**config.mk**
```make
export PLATFORM = sky130hd
export DESIGN_NAME = mdu_hilo_ctrl
export DESIGN_NICKNAME = d
export VERILOG_FILES = /design/src/rtl/mdu_hilo_ctrl.sv
export SDC_FILE = /design/constraint.sdc
export NUM_CORES = 1
export LEC_CHECK = 0
export ABC_CLOCK_PERIOD_IN_PS = 6300
export BUFFER_PORTS_ARGS = -buffer_cell sky130_fd_sc_hd__buf_4
export CAP_MARGIN = 15
export CORE_MARGIN = 10
export CORE_UTILIZATION = 32
export DETAILED_ROUTE_END_ITERATION = 10
export HOLD_SLACK_MARGIN = 0.06
export PLACE_DENSITY = 0.55
export SYNTH_ARGS = -nofsm -noshare
export SYNTH_HDL_FRONTEND = slang
export SYNTH_SLANG_ARGS = --single-unit
```
**constraint.sdc**
```tcl
create_clock -name clk -period 6.3 [get_ports clk]
set_input_delay 0.63 -clock clk [delete_from_list [all_inputs] [get_ports clk]]
set_output_delay 0.63 -clock clk [all_outputs]
set_load 0.005 [all_outputs]
```
**src/rtl/mdu_hilo_ctrl.sv**
```systemverilog
// mdu_hilo_ctrl: iterative 32-cycle multiply/divide unit writing results to the HI/LO pair.
// Define MDU_CANCEL_EN to add the cancel port that flushes an in-flight operation.
module mdu_hilo_ctrl (
    input  logic        clk,
    input  logic        resetn,
    input  logic        op_valid,
    output logic        op_ready,
    input  logic [1:0]  op_code,
    input  logic [31:0] src_a,
    input  logic [31:0] src_b,
    output logic        busy,
    output logic [1:0]  hilo_wen,
    output logic [31:0] hi_wdata,
    output logic [31:0] lo_wdata,
`ifdef MDU_CANCEL_EN
    input  logic        cancel,
`endif
    output logic        done
);
    typedef enum logic [1:0] {IDLE, MUL, DIV, WB} state_t;
    state_t      state;
    logic [31:0] hi, lo, opnd, mag_a, mag_b, nh, nl, fh, fl;
    logic [4:0]  cnt;
    logic        neg_h, neg_l, sa, sb, kill;
    logic [32:0] add_s, rem_s, diff;
    logic [63:0] prod;
`ifdef MDU_CANCEL_EN
    assign kill = cancel;
`else
    assign kill = 1'b0;
`endif
    // iteration runs on magnitudes; signs are reapplied when entering WB
    assign sa    = ~op_code[0] & src_a[31];
    assign sb    = ~op_code[0] & src_b[31];
    assign mag_a = sa ? -src_a : src_a;
    assign mag_b = sb ? -src_b : src_b;
    assign add_s = {1'b0, hi} + {1'b0, lo[0] ? opnd : 32'd0};
    assign rem_s = {hi, lo[31]};
    assign diff  = rem_s - {1'b0, opnd};
    assign nh    = state == MUL ? add_s[32:1] : diff[32] ? rem_s[31:0] : diff[31:0];
    assign nl    = state == MUL ? {add_s[0], lo[31:1]} : {lo[30:0], ~diff[32]};
    assign prod  = neg_h ? -{nh, nl} : {nh, nl};
    assign fh    = state == MUL ? prod[63:32] : neg_h ? -nh : nh;
    assign fl    = state == MUL ? prod[31:0] : neg_l ? -nl : nl;
    always_ff @(posedge clk or negedge resetn) begin
        if (!resetn) begin
            state    <= IDLE;
            op_ready <= 1'b1;
            busy     <= 1'b0;
            hilo_wen <= 2'b00;
            done     <= 1'b0;
            hi_wdata <= '0;
            lo_wdata <= '0;
            hi       <= '0;
            lo       <= '0;
            opnd     <= '0;
            cnt      <= '0;
            neg_h    <= 1'b0;
            neg_l    <= 1'b0;
        end else begin
            case (state)
                IDLE: if (op_valid && !kill) begin
                    hi       <= '0;
                    lo       <= mag_a;
                    opnd     <= mag_b;
                    cnt      <= '0;
                    neg_h    <= op_code[1] ? sa : sa ^ sb;
                    neg_l    <= sa ^ sb;
                    busy     <= 1'b1;
                    op_ready <= 1'b0;
                    if (!op_code[1]) state <= MUL;
                    else if (src_b != 32'd0) state <= DIV;
                    else begin
                        state    <= WB;
                        hilo_wen <= 2'b11;
                        done     <= 1'b1;
                        hi_wdata <= src_a;
                        lo_wdata <= '1;
                    end
                end
                MUL, DIV: if (kill) begin
                    state    <= IDLE;
                    op_ready <= 1'b1;
                    busy     <= 1'b0;
                end else begin
                    hi  <= nh;
                    lo  <= nl;
                    cnt <= cnt + 5'd1;
                    if (cnt == 5'd31) begin
                        state    <= WB;
                        hilo_wen <= 2'b11;
                        done     <= 1'b1;
                        hi_wdata <= fh;
                        lo_wdata <= fl;
                    end
                end
                default: begin
                    state    <= IDLE;
                    op_ready <= 1'b1;
                    busy     <= 1'b0;
                    hilo_wen <= 2'b00;
                    done     <= 1'b0;
                end
            endcase
        end
    end
endmodule
```
==> results of run 1 <==
==> sequential cells by signal, indices dropped and copies added (netlist names), 2 cells and up <==
name,cells
cnt,5
opnd,32
hi_wdata,32
lo_wdata,32
state,2
hi,32
lo,32
==> logic make-up (layout without fill, tap and decap cells) <==
logic type	after synthesis	count (layout)
simple gates	678	678
compound gates	663	663
buf+inv	211	278
xor+xnor	178	178
flops	172	172
fa+ha+maj	76	76
mux	62	62
==> layout make-up <==
| type | count | share of cell area |
|---|---|---|
| Timing Repair Buffer | 170 | 0.0732 |
| Multi-Input combinational cell | 1657 | 0.590 |
| Tap cell | 615 | 0.0435 |
| Clock inverter | 13 | 0.00890 |
| Sequential cell | 172 | 0.243 |
| Inverter | 76 | 0.0161 |
| Clock buffer | 19 | 0.0250 |
==> through the flow <==
stage | util | cell area, µm² | total power [mW] | hold slack [ps] | setup WS [ps]
after detailed placement | 0.357 | 17100 | 10.1 | 470 | 557
after floorplan | - | 15600 | 7.60 | 334 | 389
final | 0.369 | 17700 | 11.3 | 147 | 449
after global routing | 0.369 | 17700 | 12.2 | 168 | 125
after global placement | 0.357 | 17100 | 9.97 | 457 | 670
after CTS | 0.369 | 17700 | 11.2 | 149 | 508
==> layer usage <==
layer / wire length (µm) / vias up
met1: 25700 / 7275
met5: 0 / -
met3: 3110 / 53
met2: 24700 / 496
li1: - / 7337
met4: 993 / 0
==> worst paths after layout <==
check                            startpoint            to
worst min-delay path                 resetn  lo_wdata[26]
worst max register to register       lo[31]  hi_wdata[26]
max in group asynchronous            resetn  lo_wdata[31]
worst max-delay path                 lo[31]  hi_wdata[26]
worst min register to register  hi_wdata[9]   hi_wdata[9]
min in group clk                  src_b[10]      opnd[10]
==> where the power goes <==
group	leakage, nW	switching [mW]	internal (mW)
logic	5.26	4.97	2.98
clock network	0.289	0.528	0.605
registers	2.09	0.595	1.61
==> layout by cell type (no fill, tap or decap), types with 11 or more instances in the layout <==
master / synthesis / routed
a211oi_1: 15 / 15
a21o_1: 28 / 28
a21oi_1: 183 / 183
a22o_1: 17 / 17
a31oi_1: 30 / 30
and2_1: 41 / 41
and3_1: 33 / 33
buf_4: 2 / 167
clkbuf_16: 0 / 17
dfrtp_1: 171 / 170
ha_1: 74 / 72
inv_1: 75 / 74
mux2_2: 11 / 11
mux2i_1: 47 / 47
nand2_1: 269 / 268
nand2b_1: 15 / 14
nand3_1: 26 / 26
nand4_1: 16 / 16
nor2_1: 160 / 159
nor2b_1: 15 / 14
nor3_1: 35 / 35
nor4_1: 13 / 13
o211ai_1: 18 / 18
o21a_1: 11 / 11
o21ai_0: 227 / 227
o21ai_1: 12 / 12
o21bai_1: 11 / 11
o22ai_1: 12 / 12
o31ai_1: 16 / 16
xnor2_1: 98 / 98
xor2_1: 80 / 80
==> impl_metrics.csv, run 1 <==
group,metric,value,unit
critical_path,crit_path_end_kind,"flip-flop",
clock_tree,cts_setup_buffers,0,
critical_path,crit_arrival,6160,ps
die,die-area,57800,µm²
pwr,powerDensity,637,nW/µm²
grt,grt_pass1_wl,84.9,mm
synthesis,synthAdderAreaFrac,0.0621,
cells_and_area,fillCellCount,4983,
critical_path,worstPathRequired,6610,ps
synthesis,synth_top_family_by_area,"compound AO/OA/AOI/OAI gates",
die,fp.dieW,240,µm
critical_path,reg2reg_slack,450,ps
grt,grt_use_total,0.187,
timing,fmax,171,MHz
cells_and_area,diodes,0,
route,drtIter0Drc,1279,
clock_tree,ctsResizeCount,0,
grt,grt_util_met2,0.297,
cells_and_area,synthToLayoutAreaGrowth,13.8,%
placement,place_inst,2690,
die,initial_utilization,0.324,
synthesis,yosys_warnings,0,
clock_tree,cts_root_buf,"clkbuf_16",
cells_and_area,fin_cells,2722,
critical_path,crit_path_start_kind,"flip-flop",
critical_path,reg2regPathDepth,23,
pwr,ir_drop,0.266,mV
clock_tree,clk-insertion-delay-late,480,ps
route,wl_per_cell,20.0,µm
route,drt_wl_total,54.4,mm
placement,dp_hpwl,41.0,mm
cells_and_area,register_area,4310,µm²
clock_tree,cts-buffers-inserted,17,
cells_and_area,drive_gt1_frac,0.122,
timing,rsz0062_at_grt,"false",
route,dr.pass1.iters,5,
grt,grt_pass1_vias,14600,
synthesis,synth_top_area_frac,0.275,
synthesis,synth_mux_area_frac,0.0411,
timing,finClkSkew,14.9,ps
job,drv_cap,0,
grt,top_usage_layer,"met2",
placement,place_congestion,0.942,
clock_tree,tritoncts,"done",
clock_tree,cts_hold_buffers,0,
synthesis,syn_avg_cell_area,7.63,µm²
critical_path,path_common_cell,"nand2_1",
critical_path,critPathMaxFanout,7,
status,status,"completed",
critical_path,critical_path_buf_inv_count,1,
synthesis,synth-seq-cells,172,
grt,antenna_found_initial,1,
clock_tree,clock_path_buffers,2,
min_path,hp-class,"in2async",
synthesis,yosysTopAreaCell,"dfrtp_1",
critical_path,crit_family,"simple AND/OR/NAND/NOR gates",
timing,final-hold-violation-count,0,
die,rows,80,
timing,period_minus_slack,5850,ps
timing,finalSetupViolCount,0,
synthesis,synthTopCellsByCount,"269 x nand2_1, 227 x o21ai_0, 183 x a21oi_1",
synthesis,synth.distinct_cells,90,
synthesis,synth-edff-count,0,
synthesis,yosysSeqAreaShare,0.277,
die,die_height,240,µm
timing,fin_crit_sh,0.929,
critical_path,path_class,"reg2reg",
timing,slew_viol_final,0,
critical_path,slowest_delay,670,ps
route,vias,15200,
clock_tree,cts_sinks,172,
critical_path,crit_chain,"inv_1 -> ha_1 -> fa_1 -> nand2b_1 -> a21oi_2 -> o21ai_2 -> o311ai_4 -> a21boi_4 -> nand3_1 -> and2_1 -> ha_1 -> nand2_1 -> nor3_2 -> nand2_1 -> o21ai_1 -> nand2_1 -> nor3_1 -> o21a_1 -> nand4_1 -> or4_1 -> o31ai_1 -> xnor2_1 -> o22ai_1",
placement,numPortBuffers,137,
clock_tree,htreeDepth,4,
timing,worstMarginPinSlew,1220,ps
route,via_per_inst,5.57,
synthesis,synth.area.top_cells,"dfrtp_1 28%, o21ai_0 7.3%, nand2_1 6.5%, ha_1 6.0%, a21oi_1 5.9%",
synthesis,synth-compound-area-share,0.263,
synthesis,ys_async_sr_fraction,1.00,
die,io_pins,138,
synthesis,synth-main-ff-cell,"dfrtp_1",
grt,grt-ovfl-total,0,
critical_path,worst-path-stages,23,
timing,relSlewSlack,0.187,
cells_and_area,multiInputGateArea,10400,µm²
timing,fin_tns_setup,0,ps
pwr,p_leak,7.64,nW
critical_path,slowest_stage,"or4_1",
grt,use_met3,0.0261,
synthesis,netlist_area,15600,µm²
cells_and_area,fin_nets,2239,
synthesis,yosysMostFrequentCell,"nand2_1",
route,ant_nets,0,
synthesis,syn_inst,2040,
grt,grtUsageMet1,0.258,
synthesis,syn-num-nets,2185,
clock_tree,clkTransAtPathRegs,80,ps
route,drc,0,
synthesis,yosys.area_share.simple,0.203,
die,design.core.area,47900,µm²
grt,grt_max_degree,81,
synthesis,synth-xor-area-share,0.100,
Note: power is estimated with default switching activity, not from simulation.
==> inputs of run 2 (changes only) <==
--- a/config.mk
+++ b/config.mk
@@ -9,10 +9,10 @@
 export BUFFER_PORTS_ARGS = -buffer_cell sky130_fd_sc_hd__buf_4
 export CAP_MARGIN = 15
 export CORE_MARGIN = 10
-export CORE_UTILIZATION = 32
+export CORE_UTILIZATION = 30
 export DETAILED_ROUTE_END_ITERATION = 10
 export HOLD_SLACK_MARGIN = 0.06
-export PLACE_DENSITY = 0.55
+export PLACE_DENSITY = 0.52
 export SYNTH_ARGS = -nofsm -noshare
 export SYNTH_HDL_FRONTEND = slang
 export SYNTH_SLANG_ARGS = --single-unit
==> impl_metrics.csv, run 2 (same netlist as run 1, synthesis figures left out) <==
group,metric,value,unit
status,status,"completed",
die,initial_utilization,0.303,
route,drtIter0Drc,1271,
placement,dp_hpwl,42.5,mm
timing,hold_ws,96.2,ps
critical_path,slowest_delay,670,ps
critical_path,crit_family,"simple AND/OR/NAND/NOR gates",
critical_path,path_common_cell,"nand2_1",
die,design.core.area,51300,µm²
min_path,hp-class,"in2async",
critical_path,crit_chain,"inv_1 -> ha_1 -> fa_1 -> nand2b_1 -> a21oi_2 -> o21ai_2 -> o311ai_4 -> a21boi_4 -> nand3_1 -> and2_1 -> ha_1 -> nand2_1 -> nor3_2 -> nand2_1 -> o21ai_1 -> nand2_1 -> nor3_1 -> o21a_1 -> nand4_1 -> or4_1 -> o31ai_1 -> xnor2_1 -> o22ai_1",
critical_path,reg2reg_to,"hi_wdata[26]",
cells_and_area,fin_cells,2791,
die,fp.dieW,248,µm
grt,grt_pass1_vias,14600,
route,drt_wl_total,55.5,mm
pwr,p_total,11.3,mW
route,drc,0,
clock_tree,cts_hold_buffers,0,
route,dr.pass1.iters,6,
placement,preCtsSetupSlack,767,ps
critical_path,crit_arrival,5940,ps
route,wl_per_cell,19.9,µm
timing,fin_tns_setup,0,ps
job,drv_cap,0,
grt,antenna_found_initial,1,
critical_path,r2r_start,"lo[31]",
clock_tree,clkTransAtPathRegs,70,ps
critical_path,critical_path_buf_inv_count,1,
critical_path,slowest_stage,"or4_1",
timing,relSlewSlack,0.277,
timing,fmax,179,MHz
critical_path,crit_path_end_kind,"flip-flop",
die,die_height,248,µm
die,die-area,61400,µm²
cells_and_area,diodes,0,
route,via_per_inst,5.41,
cells_and_area,stdcell_area,17800,µm²
pwr,powerDensity,634,nW/µm²
critical_path,reg2regPathDepth,23,
critical_path,crit_path_start_kind,"flip-flop",
timing,slew_viol_final,0,
clock_tree,tritoncts,"done",
grt,top_usage_layer,"met2",
pwr,p_leak,7.62,nW
placement,place_congestion,0.968,
cells_and_area,fin_util,0.346,
route,vias,15100,
timing,fin_ws,706,ps
cells_and_area,layout_common_cells,"268 x nand2_1, 227 x o21ai_0, 183 x a21oi_1",
route,ant_nets,0,
timing,rsz0062_at_grt,"false",
grt,grt_pass1_wl,86.4,mm
pwr,ir_drop,0.316,mV
grt,grt-ovfl-total,0,
timing,period_minus_slack,5590,ps
critical_path,worstPathRequired,6640,ps
placement,placed_cell_area,17200,µm²
cells_and_area,drive_gt1_frac,0.123,
clock_tree,cts_setup_buffers,0,
grt,grt_util_met2,0.280,
placement,numPortBuffers,137,
timing,finClkSkew,14.4,ps
clock_tree,htreeDepth,4,
timing,finalSetupViolCount,0,
cells_and_area,synthToLayoutAreaGrowth,14.1,%
die,rows,83,
timing,fin_crit_sh,0.888,
cells_and_area,layout_commonest_cell,"nand2_1",
grt,grtUsageMet1,0.248,
grt,grt_use_total,0.179,
clock_tree,cts-buffers-inserted,17,
critical_path,critPathMaxFanout,6,
cells_and_area,fin_nets,2243,
clock_tree,clk-insertion-delay-late,500,ps
critical_path,reg2reg_slack,710,ps
timing,final-hold-violation-count,0,
placement,place_inst,2759,
grt,grt_max_degree,81,
clock_tree,cts_sinks,172,
die,io_pins,138,
clock_tree,cts_root_buf,"clkbuf_16",
clock_tree,ctsResizeCount,0,
timing,worstMarginPinSlew,1080,ps
grt,use_met3,0.0343,
cells_and_area,fillCellCount,5512,
clock_tree,clock_path_buffers,2,
critical_path,path_class,"reg2reg",
-- run 2: layer usage --
metal  wire, µm  vias up  part of all wire
li1           -     7355                 -
met1      26600     7232              0.48
met2      24800      455              0.45
met3       3140       53             0.057
met4       1090        0             0.020
met5          0        -                 0
-- run 2: worst max path at each step --
stage	from	end	slack [ps]	depth (start not counted)
after floorplan	state[1]	hi_wdata[26]	390	26
after global placement	lo[31]	hi_wdata[26]	840	23
after detailed placement	lo[31]	hi_wdata[26]	770	23
after CTS	lo[31]	hi_wdata[26]	730	23
after global routing	lo[31]	hi_wdata[26]	400	23
final	lo[31]	hi_wdata[26]	710	23
-- run 2: power by group --
part | leakage [nW] | internal (mW) | switching, mW
Combinational | 5.28 | 3.00 | 5.02
Sequential | 2.09 | 1.61 | 0.581
Clock | 0.247 | 0.511 | 0.532
Total | 7.62 | 5.12 | 6.14
-- run 2: worst reg2reg max path, delay by kind of cell (launching register included) --
kind,cells,cell delay (ps)
AOI/OAI and AO/OA,8,1580
xor gates and xnor gates,1,160
adders and majority gates,3,880
buffers and inverters,1,70
DFF,1,360
and+or+nand+nor,10,2390
-- run 2: final cells by class --
type / instances / area, µm² / area share
clock buffers: 19 / 433 / 0.0244
clock inverters: 13 / 108 / 0.00606
inverters: 76 / 285 / 0.0161
multi-input cells: 1657 / 10400 / 0.589
flip-flops and latches: 172 / 4310 / 0.243
well taps: 680 / 851 / 0.0479
repair buffers: 174 / 1320 / 0.0745
